--- src/rtl/range_frame_decoder.sv ---
// Rangefinder frame decoder: hunts for a header byte, then checks the payload character set,
// the additive checksum and inter-byte timing, and outputs the distance as packed BCD.
module range_frame_decoder #(
    parameter logic [7:0]  HEADER    = 8'h80,
    parameter int unsigned FRAME_LEN = 13,
    parameter int unsigned DIGITS    = 5,
    parameter int unsigned TIMEOUT   = 50000
) (
    input  logic                  Clk,
    input  logic                  Rst,
    input  logic                  RxEn,
    input  logic [7:0]            RxData,
    output logic                  OutEn,
    output logic [4*DIGITS-1:0]   DistOut,
    output logic                  ErrEn,
    output logic [1:0]            ErrCode,
    output logic [15:0]           GoodCnt
);

    localparam int unsigned IDX_W  = $clog2(FRAME_LEN);
    localparam int unsigned IDLE_W = $clog2(TIMEOUT + 1);
    localparam logic [IDX_W-1:0]  IDX_LAST  = IDX_W'(FRAME_LEN - 3);
    localparam logic [IDLE_W-1:0] IDLE_LAST = IDLE_W'(TIMEOUT - 1);

    typedef enum logic [1:0] {StHunt, StPayload, StCheck} state_e;

    state_e                r_state, w_state_d;
    logic [7:0]            r_sum, w_sum_d;
    logic [IDX_W-1:0]      r_idx, w_idx_d;
    logic [IDLE_W-1:0]     r_idle, w_idle_d;
    logic [4*DIGITS-1:0]   r_shift, w_shift_d;
    logic                  r_out_en;
    logic [4*DIGITS-1:0]   r_dist;
    logic                  r_err_en;
    logic [1:0]            r_err_code;
    logic [15:0]           r_good_cnt;

    logic                  w_is_header;
    logic                  w_is_digit;
    logic                  w_is_sep;
    logic                  w_timeout;
    logic                  w_good;
    logic                  w_err_en;
    logic [1:0]            w_err_code;

    assign w_is_header = (RxData == HEADER);
    assign w_is_digit  = (RxData >= 8'h30) && (RxData <= 8'h39);
    assign w_is_sep    = (RxData == 8'h2E) || (RxData == 8'h20);
    // A byte in the would-be timeout cycle wins, hence the !RxEn term.
    assign w_timeout   = (r_state != StHunt) && !RxEn && (r_idle == IDLE_LAST);

    always_ff @(posedge Clk or posedge Rst) begin
        if (Rst) begin
            r_state    <= StHunt;
            r_sum      <= '0;
            r_idx      <= '0;
            r_idle     <= '0;
            r_shift    <= '0;
            r_out_en   <= 1'b0;
            r_dist     <= '0;
            r_err_en   <= 1'b0;
            r_err_code <= 2'd0;
            r_good_cnt <= '0;
        end else begin
            r_state    <= w_state_d;
            r_sum      <= w_sum_d;
            r_idx      <= w_idx_d;
            r_idle     <= w_idle_d;
            r_shift    <= w_shift_d;
            r_out_en   <= w_good;
            r_err_en   <= w_err_en;
            if (w_err_en) begin
                r_err_code <= w_err_code;
            end
            if (w_good) begin
                r_dist     <= r_shift;
                r_good_cnt <= r_good_cnt + 16'd1;
            end
        end
    end

    always_comb begin
        w_state_d = r_state;
        w_sum_d   = r_sum;
        w_idx_d   = r_idx;
        w_idle_d  = '0;
        w_shift_d = r_shift;
        unique case (r_state)
            StHunt: begin
                if (RxEn && w_is_header) begin
                    w_state_d = StPayload;
                    w_sum_d   = HEADER;
                    w_idx_d   = '0;
                    w_shift_d = '0;
                end
            end
            StPayload: begin
                if (RxEn) begin
                    w_sum_d = r_sum + RxData;
                    w_idx_d = r_idx + 1'b1;
                    if (w_is_digit) begin
                        w_shift_d[3:0] = RxData[3:0];
                        for (int unsigned i = 1; i < DIGITS; i++) begin
                            w_shift_d[4*i +: 4] = r_shift[4*(i-1) +: 4];
                        end
                    end
                    if (!w_is_digit && !w_is_sep) begin
                        w_state_d = StHunt;
                    end else if (r_idx == IDX_LAST) begin
                        w_state_d = StCheck;
                    end
                end else if (w_timeout) begin
                    w_state_d = StHunt;
                end else begin
                    w_idle_d = r_idle + 1'b1;
                end
            end
            StCheck: begin
                if (RxEn || w_timeout) begin
                    w_state_d = StHunt;
                end else begin
                    w_idle_d = r_idle + 1'b1;
                end
            end
            default: w_state_d = StHunt;
        endcase
    end

    always_comb begin
        w_good     = 1'b0;
        w_err_en   = 1'b0;
        w_err_code = 2'd0;
        if (w_timeout) begin
            w_err_en   = 1'b1;
            w_err_code = 2'd3;
        end else if (RxEn && (r_state == StPayload) && !w_is_digit && !w_is_sep) begin
            w_err_en   = 1'b1;
            w_err_code = 2'd2;
        end else if (RxEn && (r_state == StCheck)) begin
            if (RxData == r_sum) begin
                w_good = 1'b1;
            end else begin
                w_err_en   = 1'b1;
                w_err_code = 2'd1;
            end
        end
    end

    assign OutEn   = r_out_en;
    assign DistOut = r_dist;
    assign ErrEn   = r_err_en;
    assign ErrCode = r_err_code;
    assign GoodCnt = r_good_cnt;

endmodule
--- config.mk ---
export PLATFORM = sky130hd
export DESIGN_NAME = range_frame_decoder
export DESIGN_NICKNAME = d
export VERILOG_FILES = /design/src/rtl/range_frame_decoder.sv
export SDC_FILE = /design/constraint.sdc
export NUM_CORES = 1
export LEC_CHECK = 0
export BUFFER_PORTS_ARGS = -buffer_cell sky130_fd_sc_hd__buf_2
export CORE_ASPECT_RATIO = 0.7
export CORE_MARGIN = 2
export CORE_UTILIZATION = 52
export CTS_CLUSTER_DIAMETER = 200
export DETAILED_ROUTE_END_ITERATION = 6
export GPL_TIMING_DRIVEN = 0
export HOLD_SLACK_MARGIN = 0.05
export PLACE_DENSITY = 0.72
export RECOVER_POWER = 100
export SYNTH_ARGS = -nofsm -noshare
export SYNTH_HDL_FRONTEND = slang
export SYNTH_SLANG_ARGS = --single-unit
--- constraint.sdc ---
create_clock -name Clk -period 2.87 [get_ports Clk]
set_clock_uncertainty 0.2 [all_clocks]
set_input_delay 0.287 -clock Clk [delete_from_list [all_inputs] [get_ports Clk]]
set_output_delay 0.287 -clock Clk [all_outputs]
set_load 0.02 [all_outputs]
==> results.py, run 1 <==
metrics = {
    "clock_tree": {
        "tritoncts": "done",
        "ctsResizeCount": 0,
        "cts.sinks": 90,
        "clk_latency_ns": 0.33,
        "cts_max_level": 3,
        "clock_path_buffers": 2,
        "clkSlewWorstSetupHoldPaths_ns": 0.06,
        "cts_setup_buffers": 0,
        "root_buffer": "clkbuf_16",
        "numCtsBuffers": 9,
    },
    "critical_path": {
        "cp-start-kind": "primary input",
        "critical_path_class": "in -> reg",
        "end_kind": "flip-flop",
        "crit_fanout": 10,
        "critical_path_required_ns": 2.89,
        "crit_arrival_ns": 2.79,
    },
    "synthesis": {
        "synth-seq-cells": 90,
        "synth.top_cells.by_count": "dfrtp_1, nand2_1, nand3_1",
        "synth_cell_types": 42,
        "synth.area.top_cells": "dfrtp_1, mux2_2, xnor2_1",
        "synth_top_area_share_pct": 53.4,
        "yosys_warnings": 0,
        "seq_area_frac_synth_pct": 53.4,
        "synth.cell_area_um2": 4220,
        "synthCells": 387,
        "async_flop_share_pct": 100,
        "synth_ff_type": "dfrtp_1",
        "synth-edff-count": 0,
        "yosysMostFrequentCell": "dfrtp_1",
        "synth_fp_nets": 413,
        "postSynthAreaPerCell_um2": 10.9,
        "yosysTopAreaCell": "dfrtp_1",
    },
    "timing": {
        "setup_viol": 0,
        "worst_slack_ns": 0.0963,
        "slew_violations": 0,
        "rsz0062_at_grt": "no",
        "period_share_pct": 96.6,
        "tns_ns": 0,
        "fin_crit_ns": 2.77,
        "worstMarginPinSlew_ns": 0.979,
        "max_slew_margin_pct": 34.7,
        "hold_violations": 0,
        "fmax_mhz": 361,
    },
    "hold_path": {
        "min-delay-path-class": "in -> reg",
    },
    "drt": {
        "postRouteAntennaNets": 0,
        "avgRoutedWirePerCell_um": 15.1,
        "via_per_inst": 5.40,
        "dr.pass1.iters": 5,
        "dr_total_vias": 3016,
        "drc": 0,
        "wl_um": 8420,
        "drtIter0Drc": 116,
    },
    "floorplan": {
        "die_w_um": 112,
        "core_um2": 7870,
        "start_util_pct": 53.6,
        "die-area_um2": 8860,
        "ios": 51,
        "rows": 27,
        "die_y_um": 79.4,
    },
    "global_routing": {
        "grt.overflow.total": 0,
        "grt_first_pass_wirelength_um": 14500,
        "antenna_found_initial": 0,
        "grt_use_total_pct": 20.5,
        "grt_pass1_vias": 2997,
        "grt_start_max_net_pins": 75,
    },
    "cells_and_area": {
        "fin_nets": 479,
        "drive_gt1_share_pct": 13.1,
        "n_antenna_cell": 0,
        "syn_to_final_growth_pct": 15.4,
    },
    "placement": {
        "io_buffer_count": 50,
        "place_congestion": 0.843,
        "dp_hpwl_um": 5850,
        "post-place-ws_ns": 0.156,
    },
    "power_and_ir_drop": {
        "powerDensity_nw_per_um2": 676,
        "peakVddDrop_mv": 0.434,
        "p_leak_nw": 2.31,
    },
    "flow_run": {
        "drv_cap": 0,
    },
    "run_status": {
        "status": "finished, final reports clean",
    },
}
power breakdown:
part	switching (W)	leakage [nW]	internal (W)
Sequential	0.000101	1.23	0.00139
Combinational	0.000366	0.948	0.000300
Clock	0.000459	0.138	0.000673
cell families after synthesis:
logic type | Yosys count | share of synthesized area, %
xor gates and xnor gates | 37 | 7.68
DFF | 90 | 53.4
AOI/OAI and AO/OA | 32 | 5.69
buffers and inverters | 24 | 2.88
muxes | 23 | 6.11
adders and majority gates | 15 | 4.63
and+or+nand+nor | 166 | 19.6
worst paths after layout:
check	slack, ns	cells past startpoint	start	endpoint
max in group asynchronous	0.66	4	Rst	r_shift[9]
hold reg to reg	0.29	1	GoodCnt[15]	GoodCnt[15]
min in group asynchronous	0.37	3	Rst	r_idle[0]
setup / recovery	0.1	9	RxData[0]	DistOut[13]
hold / removal	0.07	3	RxData[1]	r_shift[1]
setup reg to reg	0.22	7	r_sum[3]	DistOut[13]
critical path, cell delays in order:
cell           delay [ns]
dlygate4sd3_1        0.54
buf_2                0.17
ha_1                 0.31
nor4_1               0.14
and3_1               0.23
nand3_1              0.13
a21oi_4              0.41
buf_6                0.23
mux2_2               0.34
metrics by stage:
stage / power [W] / util [%] / cells / instance area, um2 / hold slack, ns
floorplan: 0.00202 / - / 387 / 4220 / 0.192
global placement: 0.00215 / 58.4 / 538 / 4600 / 0.273
detailed placement: 0.00218 / 58.8 / 539 / 4630 / 0.0448
CTS: 0.00333 / 62.8 / 559 / 4950 / 0.0574
global route: 0.00349 / 61.9 / 559 / 4870 / 0.0935
finish: 0.00329 / 61.9 / 559 / 4870 / 0.0703
flip-flops by register name, summed over array words and instances (netlist names):
register  count
DistOut      20
r_shift      20
GoodCnt      16
r_idle       16
r_sum         8
r_idx         4
ErrCode       2
r_state       2
ErrEn         1
OutEn         1
layer usage:
layer / GRT usage, % / routed length, um
met1: 28.8 / 4150
met2: 31.7 / 3880
met3: 5.34 / 291
met4: 6.05 / 99
met5: 0 / 0
repair_timing:
action / 4_1_cts / 5_1_grt
hold buffers: 4 / 0
endpoints found under the setup margin: 0 / 0
hold endpoints to repair: 93 / 0
cell usage in the layout, fill, tap and decap left out, types with 3 or more instances in the layout:
cell,count
a21oi_1,10
a22o_1,7
and3_1,9
buf_2,12
buf_6,3
clkbuf_1,53
clkbuf_16,9
dfrtp_1,90
dlygate4sd3_1,4
ha_1,14
inv_1,9
mux2_2,22
nand2_1,53
nand3_1,36
nand4_1,18
nor2_1,26
nor2b_1,4
nor3_1,4
nor4_1,3
o21ai_0,4
xnor2_1,23
xor2_1,14
cell type report:
type                       count  area (um2)
inverter                      10        38.8
clock inverter                 3        40.0
fill                         670        3000
tap                          101         126
clock buffer                  13         240
buffer                        14        78.8
sequential                    90        2250
multi-input combinational    273        1850
timing repair buffer          55         246
Power figures use the tool's default switching activity.
==> inputs of run 2 (changes only) <==
--- a/config.mk
+++ b/config.mk
@@ -8,12 +8,12 @@
 export BUFFER_PORTS_ARGS = -buffer_cell sky130_fd_sc_hd__buf_2
 export CORE_ASPECT_RATIO = 0.7
 export CORE_MARGIN = 2
-export CORE_UTILIZATION = 52
+export CORE_UTILIZATION = 58
 export CTS_CLUSTER_DIAMETER = 200
 export DETAILED_ROUTE_END_ITERATION = 6
 export GPL_TIMING_DRIVEN = 0
 export HOLD_SLACK_MARGIN = 0.05
-export PLACE_DENSITY = 0.72
+export PLACE_DENSITY = 0.8
 export RECOVER_POWER = 100
 export SYNTH_ARGS = -nofsm -noshare
 export SYNTH_HDL_FRONTEND = slang
==> constraint.sdc (replaced) <==
create_clock -name Clk -period 2.7 [get_ports Clk]
set_clock_uncertainty 0.2 [all_clocks]
set_input_delay 0.27 -clock Clk [delete_from_list [all_inputs] [get_ports Clk]]
set_output_delay 0.27 -clock Clk [all_outputs]
set_load 0.02 [all_outputs]
==> run 2 against run 1 <==
  * Die area down 9.9%
  * Critical endpoint unchanged
  * Via count up 3.4%
  * Power up 1.7%
  * Clock power down 9%
  * Non-clock buffer count up 4
  * Critical path type is now reg -> reg
  * Global-route usage up 2.7 points
  * Cell area down 0.44%
  * Utilization up 8.6 points
  * Register-to-register slack worse by 0.07 ns
  * Sequential share of layout area up 0.20 points
==> results.py, run 2 (synthesis results as in run 1) <==
metrics = {
    "timing": {
        "slew_violations": 0,
        "period_share_pct": 94.6,
        "hold_violations": 0,
        "worstMarginPinSlew_ns": 1.16,
        "fin_crit_ns": 2.55,
        "setup_viol": 0,
        "rsz0062_at_grt": "no",
        "fmax_mhz": 392,
        "max_slew_margin_pct": 22.2,
    },
    "drt": {
        "drtIter0Drc": 205,
        "wl_um": 8540,
        "postRouteAntennaNets": 0,
        "via_per_inst": 5.61,
        "dr_total_vias": 3119,
        "drc": 0,
        "avgRoutedWirePerCell_um": 15.4,
        "dr.pass1.iters": 4,
    },
    "global_routing": {
        "antenna_found_initial": 0,
        "grt_start_max_net_pins": 35,
        "grt_use_total_pct": 23.2,
        "grt_pass1_vias": 2952,
        "grt_first_pass_wirelength_um": 14400,
        "grt.overflow.total": 0,
    },
    "hold_path": {
        "min-delay-path-class": "in -> reg",
    },
    "power_and_ir_drop": {
        "powerDensity_nw_per_um2": 690,
        "p_clk_share_pct": 30.9,
        "pwr-share-comb_pct": 22.0,
        "internal-power_w": 0.00235,
        "peakVddDrop_mv": 0.538,
        "p_seq_share_pct": 47.1,
        "p_leak_nw": 2.31,
        "netSwitchingPower_w": 0.000992,
        "p_sw_share_pct": 29.7,
    },
    "critical_path": {
        "slowest_stage": "dfrtp_1",
        "critical_path_class": "reg -> reg",
        "critical_path_required_ns": 2.74,
        "end_kind": "flip-flop",
        "crit_arrival_ns": 2.59,
        "cp-start-kind": "flip-flop",
        "path_cells": "ha_1 > nor4_1 > and3_1 > nand3_1 > a21oi_4 > buf_6 > mux2_2",
        "path_buf_inv": 1,
        "crit_fanout": 10,
        "crit_family": "simple AND/OR/NAND/NOR gates",
        "critPathMaxStageDelay_ns": 0.39,
    },
    "clock_tree": {
        "clk_latency_ns": 0.35,
        "numCtsBuffers": 9,
        "cts.sinks": 90,
        "root_buffer": "clkbuf_8",
        "tritoncts": "done",
        "cts_max_level": 3,
        "clock_path_buffers": 2,
        "clkSlewWorstSetupHoldPaths_ns": 0.09,
    },
    "cells_and_area": {
        "design_area_um2": 4850,
        "final_common_cell": "dfrtp_1",
        "final_core_util_pct": 70.4,
        "n_antenna_cell": 0,
        "syn_to_final_growth_pct": 14.9,
        "final_cell_mix": "dfrtp_1, nand2_1, clkbuf_1",
        "fin_nets": 483,
        "drive_gt1_share_pct": 14.1,
    },
    "flow_run": {
        "drv_cap": 0,
    },
    "placement": {
        "io_buffer_count": 50,
        "placed_area_um2": 4630,
        "place_congestion": 0.926,
        "dp_hpwl_um": 5990,
    },
    "floorplan": {
        "ios": 51,
        "start_util_pct": 61.3,
        "core_um2": 6880,
        "die_w_um": 106,
        "die-area_um2": 7980,
        "die_y_um": 75.4,
        "rows": 25,
    },
    "run_status": {
        "status": "finished, final reports clean",
    },
}
-- run 2: layer usage --
layer / vias up / share of wire, % / GRT usage (%)
met4: 0 / 0.60 / 5.99
li1: 1481 / - / -
met2: 91 / 46 / 36.2
met5: - / 0 / 0
met3: 6 / 6.1 / 5.05
met1: 1541 / 47 / 33.8
-- run 2: worst min-delay path, delay by kind of cell --
kind	cells	cell delay (ns)
buffers and inverters	1	0.15
and+or+nand+nor	2	0.19
-- run 2: cell type report --
| cell class | instances | area (um2) |
|---|---|---|
| Inverter | 10 | 38.8 |
| Multi-Input combinational cell | 273 | 1850 |
| Sequential cell | 90 | 2250 |
| Clock inverter | 5 | 85.1 |
| Clock buffer | 11 | 141 |
| Fill cell | 526 | 2030 |
| Buffer | 14 | 77.6 |
| Tap cell | 94 | 118 |
| Timing Repair Buffer | 59 | 289 |
-- run 2: power groups by stage --
stage | logic, W | registers [W] | clock network (W)
2_1_floorplan | 0.000568 | 0.00158 | 0
3_3_place_gp | 0.000697 | 0.00159 | 0
3_5_place_dp | 0.000733 | 0.00160 | 0
4_1_cts | 0.000741 | 0.00157 | 0.00106
5_1_grt | 0.000829 | 0.00160 | 0.00111
6_report | 0.000735 | 0.00158 | 0.00103
-- run 2: timing repair --
action	4_1_cts	5_1_grt
resized for setup	0	0
buffers inserted	0	2
setup endpoints to repair	0	19
hold endpoints to repair	30	0
hold buffers	5	0
-- run 2: per-stage QoR --
| stage | worst slack [ns] | TNS, ns | hold WS, ns | cells | total power (W) |
|---|---|---|---|---|---|
| 2_1_floorplan | 0.384 | 0 | 0.175 | 387 | 0.00215 |
| 3_3_place_gp | 0.0394 | 0 | 0.263 | 531 | 0.00229 |
| 3_5_place_dp | -0.0268 | -0.173 | 0.173 | 533 | 0.00233 |
| 4_1_cts | 0.0344 | 0 | 0.0895 | 554 | 0.00337 |
| 5_1_grt | 0.0483 | 0 | 0.107 | 556 | 0.00354 |
| 6_report | 0.146 | 0 | 0.109 | 556 | 0.00335 |
-- run 2: worst paths after layout --
path / from / to / slack (ns) / cells after the start
min: RxEn / ErrCode[1] / 0.11 / 3
max in group asynchronous: Rst / r_shift[9] / 0.41 / 5
min reg2reg: GoodCnt[15] / GoodCnt[15] / 0.28 / 1
max reg2reg: r_sum[3] / DistOut[13] / 0.15 / 7
max: r_sum[3] / DistOut[13] / 0.15 / 7
min in group asynchronous: Rst / r_idle[3] / 0.47 / 3
==> inputs of run 3 (changes only) <==
==> constraint.sdc (replaced) <==
create_clock -name Clk -period 2.85 [get_ports Clk]
set_clock_uncertainty 0.2 [all_clocks]
set_input_delay 0.285 -clock Clk [delete_from_list [all_inputs] [get_ports Clk]]
set_output_delay 0.285 -clock Clk [all_outputs]
set_load 0.02 [all_outputs]
==> run 3 against run 2 <==
  * Critical path depth increased by 3
  * Global-route usage decreased by 0.47 points
  * Utilization decreased by 0.55 points
  * Cell area decreased by 0.77%
  * Sequential power decreased by 5%
  * Clock-buffer cell count decreased by 2
  * Flip-flop and latch count unchanged
  * First-iteration DRC count decreased by 16%
  * Power decreased by 10%
  * Setup slack got worse by 0.025 ns
  * Critical endpoint is now DistOut[10]
  * Hold slack about the same
  * Largest cell class unchanged
  * Cell count increased by 0.18%
==> results.py, run 3 (synthesis results as in run 1) <==
metrics = {
    "cells_and_area": {
        "final_cell_mix": "dfrtp_1, nand2_1, clkbuf_1",
        "fin_nets": 484,
        "n_antenna_cell": 0,
        "final_common_cell": "dfrtp_1",
        "final_cells": 557,
        "drive_gt1_share_pct": 13.8,
        "syn_to_final_growth_pct": 14.0,
    },
    "drt": {
        "drc": 0,
        "wl_um": 8390,
        "via_per_inst": 5.51,
        "dr.pass1.iters": 4,
        "postRouteAntennaNets": 0,
        "avgRoutedWirePerCell_um": 15.1,
        "dr_total_vias": 3069,
        "drtIter0Drc": 172,
    },
    "placement": {
        "dp_hpwl_um": 5970,
        "post-place-cells": 532,
        "place_congestion": 0.903,
        "io_buffer_count": 50,
    },
    "critical_path": {
        "crit_fanout": 10,
        "rrSetupSlack_ns": 0.36,
        "critical_path_class": "in -> reg",
        "end_kind": "flip-flop",
        "r2r_cells": 8,
        "crit_start": "RxData[2]",
        "r2r-end": "DistOut[10]",
        "critical_path_required_ns": 2.90,
        "crit_arrival_ns": 2.78,
        "crit-reg2reg-launch": "r_sum[3]",
        "cp-start-kind": "primary input",
        "setup.worst_path.end": "DistOut[10]",
    },
    "timing": {
        "hold_violations": 0,
        "rsz0062_at_grt": "no",
        "period_share_pct": 95.8,
        "max_slew_margin_pct": 14.1,
        "fin_crit_ns": 2.73,
        "tns_ns": 0,
        "slew_violations": 0,
        "fmax_mhz": 366,
        "setup_viol": 0,
        "worstMarginPinSlew_ns": 1.28,
    },
    "global_routing": {
        "grt_start_max_net_pins": 62,
        "grt_pass1_vias": 2968,
        "antenna_found_initial": 0,
        "grt.overflow.total": 0,
        "grt_use_total_pct": 22.7,
        "grt_first_pass_wirelength_um": 14100,
    },
    "clock_tree": {
        "cts_max_level": 3,
        "clkSlewWorstSetupHoldPaths_ns": 0.09,
        "cts.sinks": 90,
        "root_buffer": "clkbuf_8",
        "clock_path_buffers": 2,
        "numCtsBuffers": 9,
        "tritoncts": "done",
        "ctsResizeCount": 0,
        "clk_latency_ns": 0.37,
    },
    "floorplan": {
        "ios": 51,
        "die_w_um": 106,
        "start_util_pct": 61.3,
        "rows": 25,
        "core_um2": 6880,
        "die_y_um": 75.4,
        "die-area_um2": 7980,
    },
    "power_and_ir_drop": {
        "peakVddDrop_mv": 0.483,
        "powerDensity_nw_per_um2": 626,
        "p_leak_nw": 2.30,
    },
    "hold_path": {
        "hold_path_depth": 3,
        "min-delay-path-class": "in -> reg",
    },
    "run_status": {
        "status": "finished, final reports clean",
    },
    "flow_run": {
        "drv_cap": 0,
    },
}
-- run 3: what timing repair did --
action	4_1_cts	5_1_grt
endpoints found under the setup margin	0	26
hold endpoints to repair	33	0
hold buffers	5	0
setup buffers	0	4
-- run 3: worst min-delay path by stage --
stage / start / end / slack (ns)
CTS: RxEn / ErrEn / 0.1
global placement: GoodCnt[15] / GoodCnt[15] / 0.27
finish: RxEn / ErrEn / 0.11
global route: RxEn / r_idx[1] / 0.13
detailed placement: Rst / r_idle[14] / 0.12
floorplan: RxData[0] / r_shift[0] / 0.19
-- run 3: metrics by stage --
step           worst slack (ns)  power [W]  utilization [%]  hold WS [ns]  area [um2]
2_1_floorplan            0.0297    0.00204                -         0.190        4220
3_3_place_gp             -0.943    0.00217             66.7         0.266        4590
3_5_place_dp              0.152    0.00222             67.1         0.116        4620
4_1_cts                  0.0443    0.00305             70.5        0.0991        4850
5_1_grt                  0.0439    0.00319             69.9         0.133        4810
6_report                  0.121    0.00301             69.9         0.108        4810
-- run 3: layout make-up --
cell class	count	area, um2
sequential	90	2250
fill	548	2070
multi-input combinational	273	1840
timing repair buffer	60	297
clock buffer	9	124
tap	94	118
buffer	14	78.8
clock inverter	7	61.3
inverter	10	38.8
-- run 3: worst max-delay path, cell delays in order --
cell and delay, ns:
dlygate4sd3_1 0.52, clkbuf_1 0.26, ha_1 0.35, nor3_1 0.21
and3_1 0.24, nand3_1 0.14, a21oi_4 0.16, buf_12 0.14
buf_6 0.15, mux2_2 0.34
-- run 3: power breakdown --
group	internal, W	total [W]	switching, W
registers	0.00140	0.00150	0.0000980
clock network	0.000335	0.000821	0.000486
logic	0.000305	0.000695	0.000390
-- run 3: per-layer routing --
metal | up-vias | track usage (%) | part of all wire (%)
met5 | - | 0 | 0
met4 | 0 | 8.04 | 0.95
met3 | 9 | 5.30 | 5.9
met2 | 75 | 35.3 | 45
met1 | 1498 | 32.1 | 48
li1 | 1487 | - | -
